## src/rtl/pipe_ctrl_pkg.sv

```systemverilog
// pipe_ctrl_pkg: shared types and constants for the pipeline controller.
// Holds register-index width, FSM encoding and the control bundle.
package pipe_ctrl_pkg;

    localparam int REG_IDX_WIDTH = 5;

    typedef enum logic {
        PCTL_RUN      = 1'b0,
        PCTL_MDU_WAIT = 1'b1
    } pctl_state_e;

    typedef struct packed {
        logic mdu_start;
        logic if_stall;
        logic id_stall;
        logic ex_bubble;
        logic if_flush;
        logic id_flush;
        logic ex_mdu_wb;
    } pctl_ctrl_t;

    function automatic logic src_match(
        input logic                     en,
        input logic [REG_IDX_WIDTH-1:0] src,
        input logic [REG_IDX_WIDTH-1:0] dst
    );
        return en & (src == dst);
    endfunction

endpackage

```

## src/rtl/pipe_ctrl_if.sv

```systemverilog
// pipe_ctrl_if: ID/EX/MDU status in, per-stage pipeline controls out.
// master = pipeline side, slave = pipe_ctrl.
interface pipe_ctrl_if;
    import pipe_ctrl_pkg::*;

    logic                     id_valid_i;
    logic                     id_rs1_en_i;
    logic                     id_rs2_en_i;
    logic [REG_IDX_WIDTH-1:0] id_rs1_idx_i;
    logic [REG_IDX_WIDTH-1:0] id_rs2_idx_i;
    logic                     ex_valid_i;
    logic                     ex_is_load_i;
    logic                     ex_is_mdu_i;
    logic [REG_IDX_WIDTH-1:0] ex_rd_idx_i;
    logic                     ex_pipe_flush_i;
    logic                     mdu_done_i;
    logic                     mdu_start_o;
    logic                     if_stall_o;
    logic                     id_stall_o;
    logic                     ex_bubble_o;
    logic                     if_flush_o;
    logic                     id_flush_o;
    logic                     ex_mdu_wb_o;

    modport master (
        output id_valid_i, id_rs1_en_i, id_rs2_en_i,
        output id_rs1_idx_i, id_rs2_idx_i,
        output ex_valid_i, ex_is_load_i, ex_is_mdu_i,
        output ex_rd_idx_i, ex_pipe_flush_i, mdu_done_i,
        input  mdu_start_o, if_stall_o, id_stall_o,
        input  ex_bubble_o, if_flush_o, id_flush_o,
        input  ex_mdu_wb_o
    );

    modport slave (
        input  id_valid_i, id_rs1_en_i, id_rs2_en_i,
        input  id_rs1_idx_i, id_rs2_idx_i,
        input  ex_valid_i, ex_is_load_i, ex_is_mdu_i,
        input  ex_rd_idx_i, ex_pipe_flush_i, mdu_done_i,
        output mdu_start_o, if_stall_o, id_stall_o,
        output ex_bubble_o, if_flush_o, id_flush_o,
        output ex_mdu_wb_o
    );

endinterface

```

## src/rtl/pctl_hazard.sv

```systemverilog
// pctl_hazard: combinational load-use comparator between ID and EX.
// A load to x0 never creates a hazard since x0 is never written.
module pctl_hazard
    import pipe_ctrl_pkg::*;
(
    input  logic                     i_id_valid,
    input  logic                     i_rs1_en,
    input  logic                     i_rs2_en,
    input  logic [REG_IDX_WIDTH-1:0] i_rs1_idx,
    input  logic [REG_IDX_WIDTH-1:0] i_rs2_idx,
    input  logic                     i_ex_valid,
    input  logic                     i_ex_is_load,
    input  logic [REG_IDX_WIDTH-1:0] i_rd_idx,
    output logic                     o_lu_hit
);

    logic w_ld_live;
    logic w_src_hit;

    assign w_ld_live = i_ex_valid & i_ex_is_load & (i_rd_idx != '0);

    assign w_src_hit = src_match(i_rs1_en, i_rs1_idx, i_rd_idx)
                     | src_match(i_rs2_en, i_rs2_idx, i_rd_idx);

    assign o_lu_hit = w_ld_live & i_id_valid & w_src_hit;

endmodule

```

## src/rtl/pipe_ctrl.sv

```systemverilog
// pipe_ctrl: EX sequencing around the MDU, load-use stalls, mispredict
// flushes, and free-running stall/flush performance counters.
module pipe_ctrl #(
    parameter int CNT_W = 32
) (
    input  logic             clk,
    input  logic             rst_n,
    pipe_ctrl_if.slave       bus,
    output logic [CNT_W-1:0] stall_cnt_o,
    output logic [CNT_W-1:0] flush_cnt_o
);
    import pipe_ctrl_pkg::*;

    localparam logic [CNT_W-1:0] CNT_ONE = {{(CNT_W-1){1'b0}}, 1'b1};

    pctl_state_e      r_state;
    pctl_state_e      w_next;
    pctl_ctrl_t       w_ctrl;
    logic             w_lu_hit;
    logic             w_flush;
    logic             w_mdu;
    logic [CNT_W-1:0] r_stall_cnt;
    logic [CNT_W-1:0] r_flush_cnt;

    pctl_hazard u_hazard (
        .i_id_valid   (bus.id_valid_i),
        .i_rs1_en     (bus.id_rs1_en_i),
        .i_rs2_en     (bus.id_rs2_en_i),
        .i_rs1_idx    (bus.id_rs1_idx_i),
        .i_rs2_idx    (bus.id_rs2_idx_i),
        .i_ex_valid   (bus.ex_valid_i),
        .i_ex_is_load (bus.ex_is_load_i),
        .i_rd_idx     (bus.ex_rd_idx_i),
        .o_lu_hit     (w_lu_hit)
    );

    assign w_flush = bus.ex_valid_i & bus.ex_pipe_flush_i;
    assign w_mdu   = bus.ex_valid_i & bus.ex_is_mdu_i;

    // Control decode; gated by rst_n so every control is quiet in reset.
    always_comb begin
        w_ctrl = '0;
        w_next = r_state;
        if (rst_n) begin
            unique case (r_state)
                PCTL_RUN: begin
                    if (w_flush) begin
                        w_ctrl.if_flush  = 1'b1;
                        w_ctrl.id_flush  = 1'b1;
                        w_ctrl.ex_bubble = 1'b1;
                    end else if (w_mdu) begin
                        w_ctrl.mdu_start = 1'b1;
                        w_ctrl.if_stall  = 1'b1;
                        w_ctrl.id_stall  = 1'b1;
                        w_next           = PCTL_MDU_WAIT;
                    end else if (w_lu_hit) begin
                        w_ctrl.if_stall  = 1'b1;
                        w_ctrl.id_stall  = 1'b1;
                        w_ctrl.ex_bubble = 1'b1;
                    end
                end
                PCTL_MDU_WAIT: begin
                    if (bus.mdu_done_i) begin
                        w_ctrl.ex_mdu_wb = 1'b1;
                        w_next           = PCTL_RUN;
                    end else begin
                        w_ctrl.if_stall  = 1'b1;
                        w_ctrl.id_stall  = 1'b1;
                    end
                end
                default: w_next = PCTL_RUN;
            endcase
        end
    end

    // FSM state register.
    always_ff @(posedge clk or negedge rst_n) begin
        if (!rst_n) begin
            r_state <= PCTL_RUN;
        end else begin
            r_state <= w_next;
        end
    end

    // Performance counters, wrapping at 2^CNT_W.
    always_ff @(posedge clk or negedge rst_n) begin
        if (!rst_n) begin
            r_stall_cnt <= '0;
            r_flush_cnt <= '0;
        end else begin
            if (w_ctrl.if_stall) begin
                r_stall_cnt <= r_stall_cnt + CNT_ONE;
            end
            if (w_ctrl.if_flush) begin
                r_flush_cnt <= r_flush_cnt + CNT_ONE;
            end
        end
    end

    assign bus.mdu_start_o = w_ctrl.mdu_start;
    assign bus.if_stall_o  = w_ctrl.if_stall;
    assign bus.id_stall_o  = w_ctrl.id_stall;
    assign bus.ex_bubble_o = w_ctrl.ex_bubble;
    assign bus.if_flush_o  = w_ctrl.if_flush;
    assign bus.id_flush_o  = w_ctrl.id_flush;
    assign bus.ex_mdu_wb_o = w_ctrl.ex_mdu_wb;
    assign stall_cnt_o     = r_stall_cnt;
    assign flush_cnt_o     = r_flush_cnt;

endmodule

```

## src/flat_wrapper.sv

```systemverilog
// flat-port wrapper written by rule: the top's interface ports become plain ports
module pipe_ctrl_flat import pipe_ctrl_pkg::*;
#(
    parameter int CNT_W = 32
)
  (clk, rst_n, stall_cnt_o, flush_cnt_o, bus_id_valid_i, bus_id_rs1_en_i, bus_id_rs2_en_i, bus_id_rs1_idx_i, bus_id_rs2_idx_i, bus_ex_valid_i, bus_ex_is_load_i, bus_ex_is_mdu_i, bus_ex_rd_idx_i, bus_ex_pipe_flush_i, bus_mdu_done_i, bus_mdu_start_o, bus_if_stall_o, bus_id_stall_o, bus_ex_bubble_o, bus_if_flush_o, bus_id_flush_o, bus_ex_mdu_wb_o);
  pipe_ctrl_if bus_i ();
  input  logic clk;
  input  logic rst_n;
  output logic [CNT_W-1:0] stall_cnt_o;
  output logic [CNT_W-1:0] flush_cnt_o;
  input wire logic [$bits(bus_i.id_valid_i)-1:0] bus_id_valid_i;
  input wire logic [$bits(bus_i.id_rs1_en_i)-1:0] bus_id_rs1_en_i;
  input wire logic [$bits(bus_i.id_rs2_en_i)-1:0] bus_id_rs2_en_i;
  input wire logic [$bits(bus_i.id_rs1_idx_i)-1:0] bus_id_rs1_idx_i;
  input wire logic [$bits(bus_i.id_rs2_idx_i)-1:0] bus_id_rs2_idx_i;
  input wire logic [$bits(bus_i.ex_valid_i)-1:0] bus_ex_valid_i;
  input wire logic [$bits(bus_i.ex_is_load_i)-1:0] bus_ex_is_load_i;
  input wire logic [$bits(bus_i.ex_is_mdu_i)-1:0] bus_ex_is_mdu_i;
  input wire logic [$bits(bus_i.ex_rd_idx_i)-1:0] bus_ex_rd_idx_i;
  input wire logic [$bits(bus_i.ex_pipe_flush_i)-1:0] bus_ex_pipe_flush_i;
  input wire logic [$bits(bus_i.mdu_done_i)-1:0] bus_mdu_done_i;
  output wire logic [$bits(bus_i.mdu_start_o)-1:0] bus_mdu_start_o;
  output wire logic [$bits(bus_i.if_stall_o)-1:0] bus_if_stall_o;
  output wire logic [$bits(bus_i.id_stall_o)-1:0] bus_id_stall_o;
  output wire logic [$bits(bus_i.ex_bubble_o)-1:0] bus_ex_bubble_o;
  output wire logic [$bits(bus_i.if_flush_o)-1:0] bus_if_flush_o;
  output wire logic [$bits(bus_i.id_flush_o)-1:0] bus_id_flush_o;
  output wire logic [$bits(bus_i.ex_mdu_wb_o)-1:0] bus_ex_mdu_wb_o;
  assign bus_i.id_valid_i = bus_id_valid_i;
  assign bus_i.id_rs1_en_i = bus_id_rs1_en_i;
  assign bus_i.id_rs2_en_i = bus_id_rs2_en_i;
  assign bus_i.id_rs1_idx_i = bus_id_rs1_idx_i;
  assign bus_i.id_rs2_idx_i = bus_id_rs2_idx_i;
  assign bus_i.ex_valid_i = bus_ex_valid_i;
  assign bus_i.ex_is_load_i = bus_ex_is_load_i;
  assign bus_i.ex_is_mdu_i = bus_ex_is_mdu_i;
  assign bus_i.ex_rd_idx_i = bus_ex_rd_idx_i;
  assign bus_i.ex_pipe_flush_i = bus_ex_pipe_flush_i;
  assign bus_i.mdu_done_i = bus_mdu_done_i;
  assign bus_mdu_start_o = bus_i.mdu_start_o;
  assign bus_if_stall_o = bus_i.if_stall_o;
  assign bus_id_stall_o = bus_i.id_stall_o;
  assign bus_ex_bubble_o = bus_i.ex_bubble_o;
  assign bus_if_flush_o = bus_i.if_flush_o;
  assign bus_id_flush_o = bus_i.id_flush_o;
  assign bus_ex_mdu_wb_o = bus_i.ex_mdu_wb_o;
  pipe_ctrl #(.CNT_W(CNT_W)) u_core (.clk(clk), .rst_n(rst_n), .bus(bus_i), .stall_cnt_o(stall_cnt_o), .flush_cnt_o(flush_cnt_o));
endmodule
```

## config.mk

```make
export PLATFORM = sky130hd
export DESIGN_NAME = pipe_ctrl_flat
export DESIGN_NICKNAME = d
export VERILOG_FILES = /design/src/rtl/pipe_ctrl_pkg.sv /design/src/rtl/pipe_ctrl_if.sv /design/src/rtl/pctl_hazard.sv /design/src/rtl/pipe_ctrl.sv /design/src/flat_wrapper.sv
export SDC_FILE = /design/constraint.sdc
export NUM_CORES = 1
export LEC_CHECK = 0
export CAP_MARGIN = 20
export CORE_MARGIN = 5
export CORE_UTILIZATION = 35
export CTS_CLUSTER_SIZE = 16
export DETAILED_ROUTE_END_ITERATION = 8
export PLACE_DENSITY = 0.65
export SLEW_MARGIN = 30
export SYNTH_ARGS = -nofsm -noshare
export SYNTH_HDL_FRONTEND = slang
export SYNTH_HIERARCHICAL = 1
export SYNTH_SLANG_ARGS = --single-unit
export TNS_END_PERCENT = 1
```

## constraint.sdc

```tcl
create_clock -name clk -period 1.8 [get_ports clk]
set_input_delay 0.18 -clock clk [delete_from_list [all_inputs] [get_ports clk]]
set_output_delay 0.18 -clock clk [all_outputs]
set_load 0.005 [all_outputs]
```

# Word-level counts from Yosys, hierarchy flattened
# Index checks and enable logic that the tools add are counted.
totals:
  regBits: 65
  latch_bits: 0
  ram_bits: 0
  rom_bits: 0
  out_inout_bits: 71
  memories: 0
classes:
  n_addsub: 2
  n_mul: 0
  n_div: 0
  magnitude_cmp: 0
  eq_ne: 2
  shifts: 0
  n_mux: 17
  bitwise: 10
  reduce_logical: 1
ops:
  columns: ["cell", "count"]
  rows:
  - ["$add A32 B1 Y32 const B", 2]
  - ["$eq A5 B5 Y1", 2]
  - ["$mux W3", 3]
  - ["$and A1 B1 Y1", 8]
  - ["$mux W1", 8]
  - ["$mux W7", 1]
  - ["$mux W2", 3]
  - ["$reduce_bool A5 Y1", 1]
  - ["$pmux W2 S2", 1]
  - ["$pmux W1 S2", 1]
  - ["$not A1 Y1", 1]
  - ["$or A1 B1 Y1", 1]

# Depth between registers and ports, before layout
# Gate-level depths: netlist of run 1.
depth:
  word_depth: 9
  depth_mapped: 9
  ltp_nobuf: 9

# Cells and area by module
# Netlist of run 1, hierarchy kept.
modules_own_cells:
  columns: ["module", "n_inst", "cells_each", "area_each_um2", "seq_area_each_um2"]
  rows:
  - ["pipe_ctrl", 1, 255, 2995.4, 1626.6]
  - ["pctl_hazard", 1, 17, 131.4, 0.0]

# Worst setup path after synthesis of run 1
# Ideal clock, no wire load.
synth_timing:
  path_kind: "input port to flip-flop"
  start: "input bus_ex_rd_idx_i[3]"
  end: "register u_core.r_stall_cnt[20], in the netlist u_core/stall_cnt_o[20]"
  setup_ns: 0.125
  arrival_ns: 1.840
  setup_slack_ns: -0.165
  stages: 8
  n_path_buf: 0
  path_cell_list: "or4_1 -> o2111ai_1 -> a21oi_1 -> a211o_1 -> nand4_1 -> nor2_2 -> and4_1 -> xor2_1"
synth_between:
  elab_chain_cells: 9
  word_cells_on_any_way: 14
  cone_classes: "eq/ne (2); mux (5); bitwise (6); reduce/logical (1)"
synth_lines:
  columns: ["item", "line_no", "rtl"]
  rows:
  - ["start: declaration", "flat_wrapper.sv:20", "input wire logic [$bits(bus_i.ex_rd_idx_i)-1:0] bus_ex_rd_idx_i;"]
  - ["$eq A5 B5 Y1 or $reduce_bool A5 Y1 (tied branches)", "pipe_ctrl_pkg.sv:27, pctl_hazard.sv:20", null]
  - ["$and A1 B1 Y1, on equally long branches", "pipe_ctrl_pkg.sv:27, pctl_hazard.sv:20", null]
  - ["$or A1 B1 Y1 or $and A1 B1 Y1 (tied branches)", "pctl_hazard.sv:23, pctl_hazard.sv:25", null]
  - ["$and A1 B1 Y1 *", "pctl_hazard.sv:25", "assign o_lu_hit = w_ld_live & i_id_valid & w_src_hit;"]
  - ["net u_core.w_lu_hit", "pipe_ctrl.sv:19", "logic w_lu_hit;"]
  - ["$mux W3 *", "pipe_ctrl.sv:56", "end else if (w_lu_hit) begin"]
  - ["$mux W2 *", "pipe_ctrl.sv:51", "end else if (w_mdu) begin"]
  - ["$mux W3 *", "pipe_ctrl.sv:47", "if (w_flush) begin"]
  - ["$pmux W2 S2 *", "pipe_ctrl.sv:45", "unique case (r_state)"]
  - ["$mux W7 *", "pipe_ctrl.sv:44", "if (rst_n) begin"]
  - ["end signal: assignment", "pipe_ctrl.sv:92", "r_stall_cnt <= r_stall_cnt + CNT_ONE;"]
  - ["end: declaration", "pipe_ctrl.sv:22", "logic [CNT_W-1:0] r_stall_cnt;"]
# The timed path passes the listed nets; every way through them passes the cells marked *.
# A chain may end at the register's enable or synchronous reset.

# Worst setup path in the final report of run 1
layout_timing:
  start: "input bus_ex_rd_idx_i[1]"
  end: "output bus_id_stall_o"
layout_between:
  elab_chain_cells: 9
  word_cells_on_any_way: 14
  cone_classes: "eq/ne (2); mux (5); bitwise (6); reduce/logical (1)"
layout_lines:
  columns: ["item", "line_no", "rtl"]
  rows:
  - ["$eq A5 B5 Y1 or $reduce_bool A5 Y1 (tied branches)", "pipe_ctrl_pkg.sv:27, pctl_hazard.sv:20", null]
  - ["$and A1 B1 Y1, on equally long branches", "pipe_ctrl_pkg.sv:27, pctl_hazard.sv:20", null]
  - ["$or A1 B1 Y1 or $and A1 B1 Y1 (tied branches)", "pctl_hazard.sv:23, pctl_hazard.sv:25", null]
  - ["$and A1 B1 Y1 *", "pctl_hazard.sv:25", null]
  - ["net u_core.w_lu_hit", "pipe_ctrl.sv:19", null]
  - ["$mux W3 *", "pipe_ctrl.sv:56", null]
  - ["$mux W2 *", "pipe_ctrl.sv:51", null]
  - ["$mux W3 *", "pipe_ctrl.sv:47", null]
  - ["$pmux W2 S2 *", "pipe_ctrl.sv:45", null]
  - ["$mux W7 *", "pipe_ctrl.sv:44", null]
  - ["end: declaration", "flat_wrapper.sv:25", "output wire logic [$bits(bus_i.id_stall_o)-1:0] bus_id_stall_o;"]
# Marks and branches as above.

==> impl_results.md, run 1 <==
* Status: finished, violations left
* Failing checks: setup timing
* Sequential Power Share at 45.2%
* Antenna diode count at 0
* First-pass GRT wire length at 13.9 mm
* Pleak at 0.00225 uW
* Asr flop ratio synth at 100%
* Count of final setup violators at 16
* Io pins at 96
* Final Hold Fails at 0
* Cell count after synthesis at 272
* Largest net degree at the start of global routing at 35
* Die area at 10900 sq um
* CTS tree: yes
* Site row count at 34
* Critical path cell sequence: buf_8 -> or4_4 -> o2111ai_2 -> a21oi_2 -> a211o_1 -> nand3_4 -> buf_4 -> inv_4 -> buf_6
* Synth Warn # at 6
* Maximum clock rate at 0.523 GHz
* Syn avg cell area at 11.5 sq um
* Total GRT Usage at 15.5%
* Required time worst endpoint at 1620 ps
* Clock latency on the worst-skew pair at 330 ps
* Crit path max-delay family: simple AND/OR/NAND/NOR gates
* Total CTS buffers at 9
* EDFF count, synth at 0
* Internal power at 2640 uW
* Most instantiated library cell after synthesis: dfrtp_1
* CTS Buffer Depth at 2
* Slowest CP cell: or4_4
* Part of the power in the clock network at 34.6%
* Sequential area share after synthesis at 52.0%
* Commonest cells in the netlist: dfrtp_1 (65), xnor2_1 (49), nand2_1 (31), nand3_1 (23), xor2_1 (23)
* Synth area leaders: dfrtp_1 (52%), xnor2_1 (14%), xor2_1 (6.4%)
* Dpl cells at 517
* Max Clock Skew at 9.24 ps
* Vias in the first global route at 2823
* Post-route ant nets at 0
* Crit path launch type: input pin
* Max IR drop VDD at 413 uV
* Setup WS pre-CTS at -926 ps
* Least-Margin Pin Slew at 442 ps
* DR WL/cell at 15.1 um
* Die W at 105 um
* Final WL at 8.17 mm
* DP Wirelength at 6.04 mm
* RSZ-0062 raised after global routing: true
* First-pass DRT Iterations at 4
* Final core utilization at 56.1%
* Vias at 2591
* H-tree depth at 3
* Slew HR at 70.5%
* CP endpoint kind: output port
* WHS at 444 ps
* Count of cell types in the netlist at 33
* CTS Root Buffer Type: clkbuf_8
* PwrDens at 749 nW/um^2
* Nets at 454
* Critical Path AT at 1730 ps
* Die Span Y at 105 um
* Crit share post-route at 106%
* Final worst path period need at 1910 ps
* Sw power at 1020 uW
* Synth top area share at 52.0%
* P&R area growth vs syn at 56.4%
* Final worst slack at -114 ps
* Initial core utilization at 35.9%
* Slew Limit Fails at 0
* Synth Flop Type: dfrtp_1
* DR DRC count at 0
* Placed inst area at 4530 sq um
* Share of cells above drive strength 1 at 24.8%
* Final non-filler cell total at 540
* Synthesis-stage register bit count at 65
* Gate power share at 20.2%
* Avg Vias per Cell at 4.80
* Crit path max fanout at 4
* Core area at 8720 sq um
* Switch share at 28.0%
* Sink Count at 65
* Buf/Inv on CP at 4
* Largest area contributor in the netlist: dfrtp_1
* Mapped cell area at 3130 sq um
* HP Class: in -> reg
* CP peak stage delay at 520 ps
* Max Cap Viol at 0
* I/O Buffers at 95
* DRT iter0 DRCs at 38
* Syn_nets at 299
* Reg clk slew, reported paths at 70 ps
* Critical setup path kind: in -> out
* Final Cell Area at 4890 sq um
* Initial antenna violation count at 0
* Grt ovf at 0
* RD Place Congestion at 0.805
* Reg-to-reg slack, setup at 20 ps
[per-layer routing]
layer | GRT usage, % | share of wire (%) | vias to the layer above
met1 | 18.6 | 43 | 1276
met5 | 0 | 0 | -
met3 | 3.48 | 4.2 | 5
li1 | - | - | 1264
met4 | 5.37 | 0.67 | 0
met2 | 27.1 | 53 | 46
[cells in the final DEF (no fill, tap or decap), types with 3 or more instances in the layout]
| cell type | n |
|---|---|
| xnor2_1 | 48 |
| nand2_1 | 31 |
| clkdlybuf4s50_1 | 74 |
| buf_4 | 44 |
| buf_6 | 9 |
| dlygate4sd2_1 | 4 |
| nor3_1 | 4 |
| nand3_1 | 22 |
| nor2_1 | 6 |
| nor3_2 | 4 |
| nor4_4 | 3 |
| clkdlybuf4s15_1 | 3 |
| xor2_1 | 21 |
| nand3_4 | 3 |
| nand4_1 | 12 |
| dfrtp_1 | 65 |
| clkbuf_2 | 4 |
| and3_1 | 11 |
| clkbuf_8 | 9 |
| buf_2 | 3 |
| and4_1 | 8 |
[stage by stage]
stage	power (uW)	TNS [ps]
3_5_place_dp	2400	-31450
6_report	3660	-969
4_1_cts	3710	-1930
3_3_place_gp	2390	-26200
2_1_floorplan	1930	-620
5_1_grt	3850	-2680
[area by class of cell]
class / instances / area [sq um]
fill: 790 / 3830
sequential: 65 / 1630
multi-input combinational: 203 / 1570
timing repair buffer: 146 / 1350
tap: 108 / 135
clock buffer: 9 / 124
clock inverter: 7 / 77.6
inverter: 2 / 10.0
[what timing repair did]
item,4_1_cts,5_1_grt
hold buffers,1,0
hold endpoints to repair,65,0
pin swaps,23,26
buffers inserted,4,1
endpoints found under the setup margin,38,32
cloned,1,0
resized for setup,68,22
[worst reg2reg max path, cell delays in order, from the launching register on]
cell and delay, ps:
dfrtp_1 410, and4_1 240, nand4_2 260, nor4_4 440
nand4_1 170, xnor2_1 160
[cells by family (layout without fill, tap and decap cells)]
family,after synthesis,count (layout),share of synthesized area [%]
flip-flops,65,65,52.0
multiplexers,1,1,0.360
XOR/XNOR,72,72,20.2
AO/OA/AOI/OAI,6,6,1.36
AND/OR/NAND/NOR,121,122,24.2
adder cells (fa/ha/maj),2,2,0.800
buffers and inverters,5,164,1.08
[path summary, 6_finish.rpt]
| kind | from | cells past startpoint | endpoint |
|---|---|---|---|
| setup / recovery | bus_ex_rd_idx_i[1] | 9 | bus_id_stall_o |
| hold / removal | rst_n | 5 | u_core/r_state |
| setup reg to reg | u_core/stall_cnt_o[10] | 5 | u_core/stall_cnt_o[21] |
| hold reg to reg | u_core/flush_cnt_o[31] | 1 | u_core/flush_cnt_o[31] |
| max in group asynchronous | rst_n | 3 | u_core/stall_cnt_o[10] |
| min in group asynchronous | rst_n | 3 | u_core/flush_cnt_o[2] |
[registers in the layout, indices dropped and copies added (netlist names)]
signal,count
u_core/stall_cnt_o,32
u_core/flush_cnt_o,32
u_core/r_state,1
[power by group through the flow]
stage                     registers [uW]  clock network, uW  logic [uW]
final                               1650               1270         740
after CTS                           1660               1320         739
after global placement              1680                  0         710
after floorplan                     1720                  0         213
after detailed placement            1680                  0         712
after global routing                1670               1370         809
No activity file was read; power rests on OpenSTA's default activity.
==> run 2, diff against run 1 <==
Settings changed: CORE_MARGIN 5 to default.
==> impl_results.md, run 2 (same netlist as run 1, synthesis figures left out) <==
* Sink Count at 65
* P&R area growth vs syn at 57.1%
* Crit path max fanout at 4
* Critical Path AT at 1780 ps
* Share of cells above drive strength 1 at 24.1%
* Setup WS pre-CTS at -856 ps
* Final WL at 7.60 mm
* Vias in the first global route at 2541
* Vias at 2571
* DRT iter0 DRCs at 60
* Internal power at 3090 uW
* Most frequent cells in the layout: clkdlybuf4s50_1 (73), dfrtp_1 (65), xnor2_1 (49), buf_4 (46), nand2_1 (31)
* First-pass GRT wire length at 12.1 mm
* DR DRC count at 0
* Max Cap Viol at 0
* Critical setup path kind: in -> out
* Pleak at 0.00225 uW
* Crit path launch type: input pin
* Least-Margin Pin Slew at 760 ps
* Site row count at 34
* CTS Root Buffer Type: clkbuf_8
* Reg-to-reg slack, setup at -60 ps
* Slew Limit Fails at 0
* Status: finished, violations left
* WHS at 119 ps
* Total GRT Usage at 17.1%
* Multi-input logic area at 1550 sq um
* Slew HR at 49.3%
* Die W at 96.5 um
* Final worst slack at -162 ps
* Largest net degree at the start of global routing at 62
* Final Hold Fails at 0
* I/O Buffers at 95
* DR WL/cell at 14.1 um
* Gate power share at 18.1%
* Maximum clock rate at 0.510 GHz
* PwrDens at 827 nW/um^2
* Seq. cell area at 1630 sq um
* Core area at 8680 sq um
* Switch share at 24.1%
* RSZ-0062 raised after global routing: true
* Required time worst endpoint at 1620 ps
* Initial core utilization at 36.0%
* Die area at 9320 sq um
* Antenna diode count at 0
* HP Class: in -> async
* Post-route ant nets at 0
* Die Span Y at 96.5 um
* CTS Buffer Depth at 2
* Sw power at 979 uW
* Clock latency on the worst-skew pair at 330 ps
* Initial antenna violation count at 0
* RD Place Congestion at 0.836
* Nets at 453
* Avg Vias per Cell at 4.77
* Final worst path period need at 1960 ps
* DP Wirelength at 5.51 mm
* Sequential Power Share at 40.7%
* Part of the power in the clock network at 41.2%
* Total CTS buffers at 9
* Failing checks: setup timing
* Max Clock Skew at 14.0 ps
* Crit share post-route at 109%
* Final core utilization at 56.6%
* Io pins at 96
* CP endpoint kind: output port
* Max IR drop VDD at 465 uV
* Grt ovf at 0
* Commonest non-fill, non-tap cell in the layout: clkdlybuf4s50_1
* First-pass DRT Iterations at 4
* FILL cells at 795
* CTS tree: yes
* Count of final setup violators at 15
* H-tree depth at 3
* Reg clk slew, reported paths at 70 ps
-- run 2: changes by cell type in the layout (fill, tap and decap cells not counted), sizes merged --
cell and delta:
clkdlybuf4s15 +1, dlygate4sd2 +1, clkdlybuf4s50 -1, nor2 -1
clkinv -3, inv -1, bufinv +3
-- run 2: cell type report --
cell class                 count  area share, %
clock buffer                  10           2.80
multi-input combinational    202           31.6
inverter                       2          0.204
timing repair buffer         146           26.8
sequential                    65           33.1
clock inverter                 6           2.80
tap                          108           2.75
-- run 2: worst paths after layout --
check,startpoint,end,cells after the start
setup / recovery,bus_ex_rd_idx_i[4],bus_if_stall_o,9
hold / removal,rst_n,u_core/flush_cnt_o[4],2
setup reg to reg,u_core/r_state,u_core/stall_cnt_o[15],9
hold reg to reg,u_core/flush_cnt_o[31],u_core/flush_cnt_o[31],1
max in group asynchronous,rst_n,u_core/stall_cnt_o[11],2
min in group clk,rst_n,u_core/r_state,4
-- run 2: critical path, stage by stage --
cell and delay (ps):
buf_2 120, or4_4 510, o2111ai_2 190, a21oi_2 60, a211o_1 280, nand3_4 90
buf_4 120, inv_4 40, clkdlybuf4s15_1 190
-- run 2: what timing repair did --
item                                   4_1_cts  5_1_grt
gates resized for setup                     60       19
setup endpoints to repair                   38       44
hold buffers                                 1        0
endpoints found under the hold margin        4        0
setup buffers                                4        1
pin swaps                                   23       22
-- run 2: power groups by stage --
stage                     sequential [uW]  combinational, uW  clock, uW
final                                1660                736       1670
after global routing                 1670                795       1780
after CTS                            1660                737       1730
after detailed placement             1690                720          0
after global placement               1680                717          0
after floorplan                      1720                213          0
-- run 2: through the flow --
step                      power (uW)  std cells  setup TNS (ps)  instance area (sq um)
after floorplan                 1930        272            -620                   3140
after global placement          2400        517          -26900                   4540
after detailed placement        2410        517          -29500                   4540
after CTS                       4130        538           -1780                   4870
after global routing            4250        539           -4010                   4910
final                           4070        539           -1220                   4910
-- run 2: per-layer routing --
metal | global-route usage, % | wire (um) | vias to the layer above
met5 | 0 | 0 | -
met4 | 6.86 | 115 | 0
met3 | 3.44 | 314 | 10
met2 | 28.0 | 3780 | 66
met1 | 22.1 | 3390 | 1240
li1 | - | - | 1255
